[src/rtl/sma_rr_scheduler.sv]
// Round-robin front end for one shared registered sign-magnitude adder.
// It grants issue slots on credit, tracks the single in-flight lookup and returns tagged sums through a 2-entry buffer.
module sma_rr_scheduler #(
  parameter int DATA_WIDTH = 4,
  parameter int NUM_REQ    = 4,
  parameter int ID_WIDTH   = $clog2(NUM_REQ)
) (
  input  logic                           clk,
  input  logic                           reset,
  input  logic [NUM_REQ-1:0]             req_valid,
  output logic [NUM_REQ-1:0]             req_ready,
  input  logic [NUM_REQ*DATA_WIDTH-1:0]  req_a,
  input  logic [NUM_REQ*DATA_WIDTH-1:0]  req_b,
  output logic [DATA_WIDTH-1:0]          add_a,
  output logic [DATA_WIDTH-1:0]          add_b,
  input  logic [DATA_WIDTH:0]            add_sum,
  output logic                           rsp_valid,
  input  logic                           rsp_ready,
  output logic [ID_WIDTH-1:0]            rsp_id,
  output logic [DATA_WIDTH:0]            rsp_sum
);

  logic [ID_WIDTH-1:0]   r_rr_ptr;
  logic                  r_inflight;
  logic [ID_WIDTH-1:0]   r_inflight_id;
  logic [ID_WIDTH-1:0]   r_id  [2];
  logic [DATA_WIDTH:0]   r_sum [2];
  logic                  r_head;
  logic [1:0]            r_occ;

  logic                  w_pop;
  logic [2:0]            w_credit;
  logic                  w_issue_ok;
  logic                  w_found;
  logic [ID_WIDTH-1:0]   w_idx;
  logic [ID_WIDTH-1:0]   w_gnt_id;
  logic [NUM_REQ-1:0]    w_gnt;
  logic                  w_xfer;
  logic                  w_tail;

  assign rsp_valid = (r_occ != 2'd0);
  assign w_pop     = rsp_valid & rsp_ready;

  // Every issued lookup must already own a buffer slot when its sum lands.
  assign w_credit   = {1'b0, r_occ} + {2'b0, r_inflight} - {2'b0, w_pop};
  assign w_issue_ok = !reset && (w_credit < 3'd2);

  always_comb begin
    w_found  = 1'b0;
    w_gnt_id = '0;
    w_idx    = '0;
    w_gnt    = '0;
    for (int k = 1; k <= NUM_REQ; k++) begin
      w_idx = ID_WIDTH'((int'(r_rr_ptr) + k) % NUM_REQ);
      if (!w_found && req_valid[w_idx]) begin
        w_found  = 1'b1;
        w_gnt_id = w_idx;
      end
    end
    if (w_issue_ok && w_found) w_gnt[w_gnt_id] = 1'b1;
  end

  assign req_ready = w_gnt;
  assign w_xfer    = w_issue_ok & w_found;
  assign add_a     = w_xfer ? req_a[w_gnt_id*DATA_WIDTH +: DATA_WIDTH] : '0;
  assign add_b     = w_xfer ? req_b[w_gnt_id*DATA_WIDTH +: DATA_WIDTH] : '0;

  // Credit check keeps occ <= 1 whenever a sum arrives, so the tail never collides.
  assign w_tail = r_head ^ r_occ[0];

  always_ff @(posedge clk) begin
    if (reset) begin
      r_rr_ptr      <= ID_WIDTH'(NUM_REQ - 1);
      r_inflight    <= 1'b0;
      r_inflight_id <= '0;
      r_head        <= 1'b0;
      r_occ         <= 2'd0;
      for (int i = 0; i < 2; i++) begin
        r_id[i]  <= '0;
        r_sum[i] <= '0;
      end
    end else begin
      r_inflight <= w_xfer;
      if (w_xfer) begin
        r_inflight_id <= w_gnt_id;
        r_rr_ptr      <= w_gnt_id;
      end
      if (r_inflight) begin
        r_id[w_tail]  <= r_inflight_id;
        r_sum[w_tail] <= add_sum;
      end
      if (w_pop) r_head <= ~r_head;
      r_occ <= r_occ + {1'b0, r_inflight} - {1'b0, w_pop};
    end
  end

  assign rsp_id  = r_id[r_head];
  assign rsp_sum = r_sum[r_head];

endmodule
[config.mk]
export PLATFORM = sky130hd
export DESIGN_NAME = sma_rr_scheduler
export DESIGN_NICKNAME = d
export VERILOG_FILES = /design/src/rtl/sma_rr_scheduler.sv
export SDC_FILE = /design/constraint.sdc
export NUM_CORES = 1
export LEC_CHECK = 0
export CAP_MARGIN = 20
export CELL_PAD_IN_SITES_DETAIL_PLACEMENT = 1
export CELL_PAD_IN_SITES_GLOBAL_PLACEMENT = 1
export CORE_MARGIN = 2
export CORE_UTILIZATION = 33
export DETAILED_ROUTE_END_ITERATION = 7
export PLACE_DENSITY_LB_ADDON = 0.1
export SYNTH_ARGS = -nofsm -noshare
export SYNTH_HDL_FRONTEND = slang
export SYNTH_SLANG_ARGS = --single-unit
[constraint.sdc]
create_clock -name clk -period 5 [get_ports clk]
set_input_delay 1 -clock clk [delete_from_list [all_inputs] [get_ports clk]]
set_output_delay 1 -clock clk [all_outputs]
set_load 0.01 [all_outputs]
==> Word-level counts from Yosys, hierarchy flattened <==
Memory sizes are Yosys's and may differ from the RTL's. A register that Yosys moved wholly into a read port is not among the register bits.
Index checks and enable logic that the tools add are counted.
{ "totals": {"ff_bits": 8, "inputBits": 44, "output_inout_bits": 20, "ram_bits": 14, "word_cells": 77, "mem_count": 2} }
{ "mem_list": {"columns": ["memory", "words", "word_bits", "rd", "rd_ports_with_merged_regs", "write_ports", "line", "source"], "rows": [
  ["r_sum", 2, 5, 1, 1, 2, "27", "logic [DATA_WIDTH:0] r_sum [2];"],
  ["r_id", 2, 2, 1, 1, 2, "26", "logic [ID_WIDTH-1:0] r_id [2];"]
]} }
{ "op_classes": {"n_addsub": 8, "shift": 2, "magnitude_cmp": 7, "mux": 36, "n_reduce_logical": 13, "bitwise": 4} }
{ "op_table": {"columns": ["operator", "count"], "rows": [
  ["16-bit by 5-bit variable part select with 4-bit output", 2],
  ["1-bit two-way mux", 22],
  ["2-bit by 3-bit < comparator with 1-bit output (second input constant)", 5],
  ["4-bit two-way mux", 3],
  ["2-bit two-way mux", 5],
  ["1-bit binary-select mux with 2-bit select", 4],
  ["1-bit logical AND", 6],
  ["5-bit two-way mux", 1],
  ["5-bit OR reduction", 1],
  ["2-bit by 1-bit adder with 2-bit output (second input constant)", 2],
  ["2-bit adder (second input constant)", 2],
  ["1-bit logical NOT", 4],
  ["2-bit by 1-bit adder with 3-bit output", 1],
  ["3-bit by 2-bit < comparator with 1-bit output (second input constant)", 1],
  ["3-bit by 1-bit subtractor with 3-bit output", 1],
  ["2-bit by 1-bit adder with 2-bit output", 1],
  ["1-bit AND", 2],
  ["1-bit demux with 2-bit select", 1],
  ["2-bit by 1-bit greater-or-equal comparator with 1-bit output (second input constant)", 1],
  ["2-bit nonzero test", 1],
  ["2-bit OR reduction", 1],
  ["2-bit by 1-bit subtractor with 2-bit output", 1],
  ["1-bit inverter", 1],
  ["1-bit bitwise XOR", 1]
]} }

==> Logic depth before layout (Yosys ltp) <==
{ "depth": {"ltp_word": 18, "ltp_mapped": 12, "depth_no_buf": 12} }

==> Worst setup path after synthesis <==
No wires, ideal clock.
{ "synth_path": {"path_kind": "in2out", "startpoint": "in rsp_ready", "endpoint": "out add_a[0]", "slack_ns": 0.925, "path_buffers": 1, "required_time_ns": 4.000, "arrival_ns": 3.075, "stages": 11, "path_cell_list": "and2_1 > ha_1 > inv_1 > ha_1 > inv_1 > fa_1 > xor2_1 > nor4b_4 > nand2_2 > buf_6 > o22ai_1"} }
{ "synth_via": {"elab_chain_len": 6} }
{ "synth_lines": {"columns": ["item", "line", "source"], "rows": [
  ["from (decl)", "18", "input logic rsp_ready,"],
  ["1-bit AND", "42", "assign w_pop = rsp_valid & rsp_ready;"],
  ["3-bit by 1-bit subtractor with 3-bit output", "45", "assign w_credit = {1'b0, r_occ} + {2'b0, r_inflight} - {2'b0, w_pop};"],
  ["3-bit by 2-bit < comparator with 1-bit output", "46", "assign w_issue_ok = !reset && (w_credit < 3'd2);"],
  ["1-bit logical AND", "46", null],
  ["1-bit AND", "64", "assign w_xfer = w_issue_ok & w_found;"],
  ["4-bit two-way mux", "65", "assign add_a = w_xfer ? req_a[w_gnt_id*DATA_WIDTH +: DATA_WIDTH] : '0;"],
  ["to (decl)", "14", "output logic [DATA_WIDTH-1:0] add_a,"]
]} }
Every way passes these cells.

==> Final worst setup path <==
{ "layout_path": {"startpoint": "in rsp_ready", "endpoint": "out req_ready[1]"} }
{ "layout_via": {"elab_chain_len": 6} }
{ "layout_lines": {"columns": ["item", "line", "source"], "rows": [
  ["1-bit AND", "42", null],
  ["via w_pop", "31", "logic w_pop;"],
  ["3-bit by 1-bit subtractor with 3-bit output", "45", null],
  ["3-bit by 2-bit < comparator with 1-bit output", "46", null],
  ["1-bit logical AND", "46", null],
  ["1-bit logical AND", "60", "if (w_issue_ok && w_found) w_gnt[w_gnt_id] = 1'b1;"],
  ["4-bit two-way mux", "60", null],
  ["to (decl)", "11", "output logic [NUM_REQ-1:0] req_ready,"]
]} }
The timed path passes the listed nets, and every way through them passes these cells.

==> results.py <==
metrics = {
    "synth": {
        "synthTopCellsByArea": "edfxtp_1 (30%), dfxtp_1 (13%), mux2i_1 (12%)",
        "yosysSeqAreaShare_pct": 42.9,
        "syn-instance-count": 127,
        "synth_cell_types": 34,
        "netlist.area_leader.share_pct": 30.0,
        "synth-seq-cells": 23,
        "syn_nets": 174,
        "synthesis.area_mm2": 0.00140,
        "synth_top_area_cell": "edfxtp_1",
        "ys_warn_count": 0,
        "syn_area_per_cell_um2": 11.0,
    },
    "floorplanning": {
        "dieArea_mm2": 0.00478,
        "initial_core_util_pct": 34.5,
        "pin_count": 64,
        "core_mm2": 0.00406,
        "fp.dieW_um": 69.2,
        "fp-row-count": 23,
        "fp.dieH_um": 69.2,
    },
    "power_and_ir_drop": {
        "switchingPower_uw": 350,
        "p_int_uw": 633,
        "peakVddDrop_mv": 0.184,
        "seqPwrFrac_pct": 30.0,
        "switching_share_pct": 35.6,
        "powerDensity_mw_per_mm2": 454,
        "p_comb_share_pct": 58.4,
        "leakage_uw": 0.00104,
        "clkPwrFrac_pct": 11.6,
        "p_total_uw": 982,
    },
    "route": {
        "drc": 0,
        "drt-initial-drc-count": 62,
        "wl_um": 3710,
        "wl_per_cell_um": 15.1,
        "via_count": 1205,
        "ant_nets": 0,
        "dr.pass1.iters": 2,
        "via_per_inst": 4.92,
    },
    "critical_path": {
        "rr_worst_depth": 15,
        "cp_slowest_cell": "clkdlybuf4s50_1",
        "crit_path_start_kind": "input port",
        "max_stage_delay_ns": 0.55,
        "crit_cells": 13,
        "crit_type": "in -> out",
        "cp_data_arrival_time_ns": 3.86,
        "r2r-start": "r_occ[1]$_SDFF_PP0_",
        "crit_chain": "clkdlybuf4s50_1 > and2_1 > ha_1 > inv_1 > ha_1 > inv_1 > fa_1 > xor2_1 > nor4b_4 > buf_4 > nand2_2 > nor2_1 > clkdlybuf4s50_1",
        "critPathCaptureType": "primary output",
        "path_buf_inv": 5,
        "crit_path_start": "rsp_ready",
        "cp_top_family": "buffers and inverters",
        "worst-path-max-fanout": 9,
        "crit_required_ns": 4.00,
    },
    "cts": {
        "worstSkewPairLatency_ns": 0.26,
        "clk_pin_slew_ns": 0.08,
        "cts_tree": "built",
        "cts_sinks": 23,
        "clockBufferDepth": 2,
        "cts_root_buf": "clkbuf_8",
        "htreeDepth": 1,
        "cts_inserted_buffers": 3,
        "holdBufCountCts": 0,
    },
    "sta": {
        "finalCriticalPeriod_ns": 4.86,
        "skew_ns": 0.00430,
        "max_freq_mhz": 206,
        "drv_slew": 0,
        "slew_headroom_pct": 47.5,
        "final-hold-violation-count": 0,
        "finalSetupTns_ns": 0,
        "finalSetupViolCount": 0,
        "final.period_utilization_pct": 97.2,
        "worst_pin_slew_ns": 0.786,
    },
    "grt": {
        "first_global_vias": 1340,
        "antenna_found_initial": 0,
        "track_usage_pct": 15.7,
        "grt_first_pass_wirelength_um": 6070,
        "grt_max_degree": 20,
        "grt_overflow": 0,
    },
    "finish": {
        "n_fill_cell": 429,
        "diodes": 0,
        "final_area_mm2": 0.00216,
        "regArea_um2": 601,
        "final_common_cell": "clkdlybuf4s50_1",
        "layout_common_cells": "clkdlybuf4s50_1 (55), mux2i_1 (17), and2_1 (16), edfxtp_1 (14)",
        "layout.nets": 243,
        "drive_gt1_share_pct": 14.4,
        "multi_input_area_um2": 728,
        "area_growth_pct": 54.4,
    },
    "placement": {
        "hpwl_um": 2960,
        "globalplace.congestion": 0.789,
        "place_area_mm2": 0.00207,
        "io_buffer_count": 63,
    },
    "run_status": {
        "status": "complete, no violations",
    },
    "job": {
        "maxCapViolCount": 0,
    },
    "min_path": {
        "worstHoldPathCells": 2,
        "hold_path.class": "reg -> reg",
        "min_from": "r_inflight_id[1]$_SDFFE_PP0P_",
    },
}
[power groups by stage]
| stage | clock (uW) | combinational, uW | sequential (uW) |
|---|---|---|---|
| floorplan | 0 | 359 | 276 |
| global placement | 0 | 548 | 295 |
| detailed placement | 0 | 562 | 300 |
| CTS | 119 | 589 | 296 |
| global route | 130 | 627 | 302 |
| finish | 114 | 574 | 294 |
[cell families (layout without fill, tap and decap cells)]
family                     count (synthesis)  after routing  synth area share [%]
buffers and inverters                     12             80                  5.98
and+or+nand+nor                           43             43                  19.2
AOI/OAI and AO/OA                         19             19                  9.11
muxes                                     24             24                  17.8
DFF                                       23             23                  42.9
xor gates and xnor gates                   3              3                  1.88
adders and majority gates                  3              3                  3.21
[sequential cells by signal, summed over array words and instances (netlist names), named ones only]
| register | cells |
|---|---|
| r_inflight | 1 |
| r_head | 1 |
| r_id | 4 |
| r_rr_ptr | 2 |
| r_occ | 2 |
| r_sum | 10 |
| r_inflight_id | 2 |
[through the flow]
| step | setup slack [ns] | hold WS [ns] | instances | utilization (%) |
|---|---|---|---|---|
| final | 0.138 | 0.492 | 245 | 53.3 |
| after floorplan | 0.925 | 0.454 | 127 | - |
| after detailed placement | -0.0168 | 0.475 | 239 | 51.0 |
| after CTS | 0.0763 | 0.494 | 245 | 52.7 |
| after global routing | -0.00241 | 0.511 | 245 | 53.3 |
| after global placement | 0.0640 | 0.472 | 239 | 51.0 |
[cells in the mapped netlist]
cell and instances:
a2bb2oi_1 1, nor4b_4 1, dfxtp_1 9, a31o_2 1, nor4_2 1, nor3_1 1
nor2b_1 2, edfxtp_1 14, o22ai_1 10, nor2_1 9, mux2_2 7, nand2_2 2
fa_1 1, a21oi_2 1, a21o_1 1, nor3b_1 1, o2bb2ai_1 1, buf_6 3
and2_1 16, and2b_1 1, nand2b_1 1, o21bai_1 1, mux2i_1 17, ha_1 2
and3_1 2, xnor2_1 2, a21oi_1 3, or2_2 3, inv_1 6, and3b_1 1
buf_12 1, nand2_1 2, xor2_1 1, clkbuf_1 2
[area by class of cell]
| cell class | instances | area share, % |
|---|---|---|
| multi-input cells | 92 | 33.7 |
| repair buffers | 70 | 32.5 |
| flip-flops and latches | 23 | 27.8 |
| well taps | 50 | 2.89 |
| clock buffers | 3 | 1.91 |
| inverters | 6 | 1.04 |
| clock inverters | 1 | 0.231 |
[tightest hold or removal path, delay by kind of cell, from the launching register on]
kind,cells,cell delay [ns]
AND/OR/NAND/NOR,1,0.07
AO/OA/AOI/OAI,1,0.06
flip-flops,1,0.33
[timing repair]
action	CTS	global route
pin swaps	2	0
gates resized for setup	1	9
buffers inserted	2	0
setup endpoints to repair	7	8
cloned	0	0
[metal layers]
layer	global-route usage [%]	share of wire, %
met2	29.9	55
met1	17.2	40
met4	5.45	0.73
met5	0	0
met3	2.63	4.0
[worst paths after layout]
kind / endpoint / slack, ns
worst max-delay path: req_ready[1] / 0.14
worst min-delay path: r_inflight_id[1]$_SDFFE_PP0P_ / 0.49
worst max register to register: r_rr_ptr[1]$_SDFFE_PP1P_ / 2.01
worst min register to register: r_inflight_id[1]$_SDFFE_PP0P_ / 0.49
(Power assumes the default switching activity.)
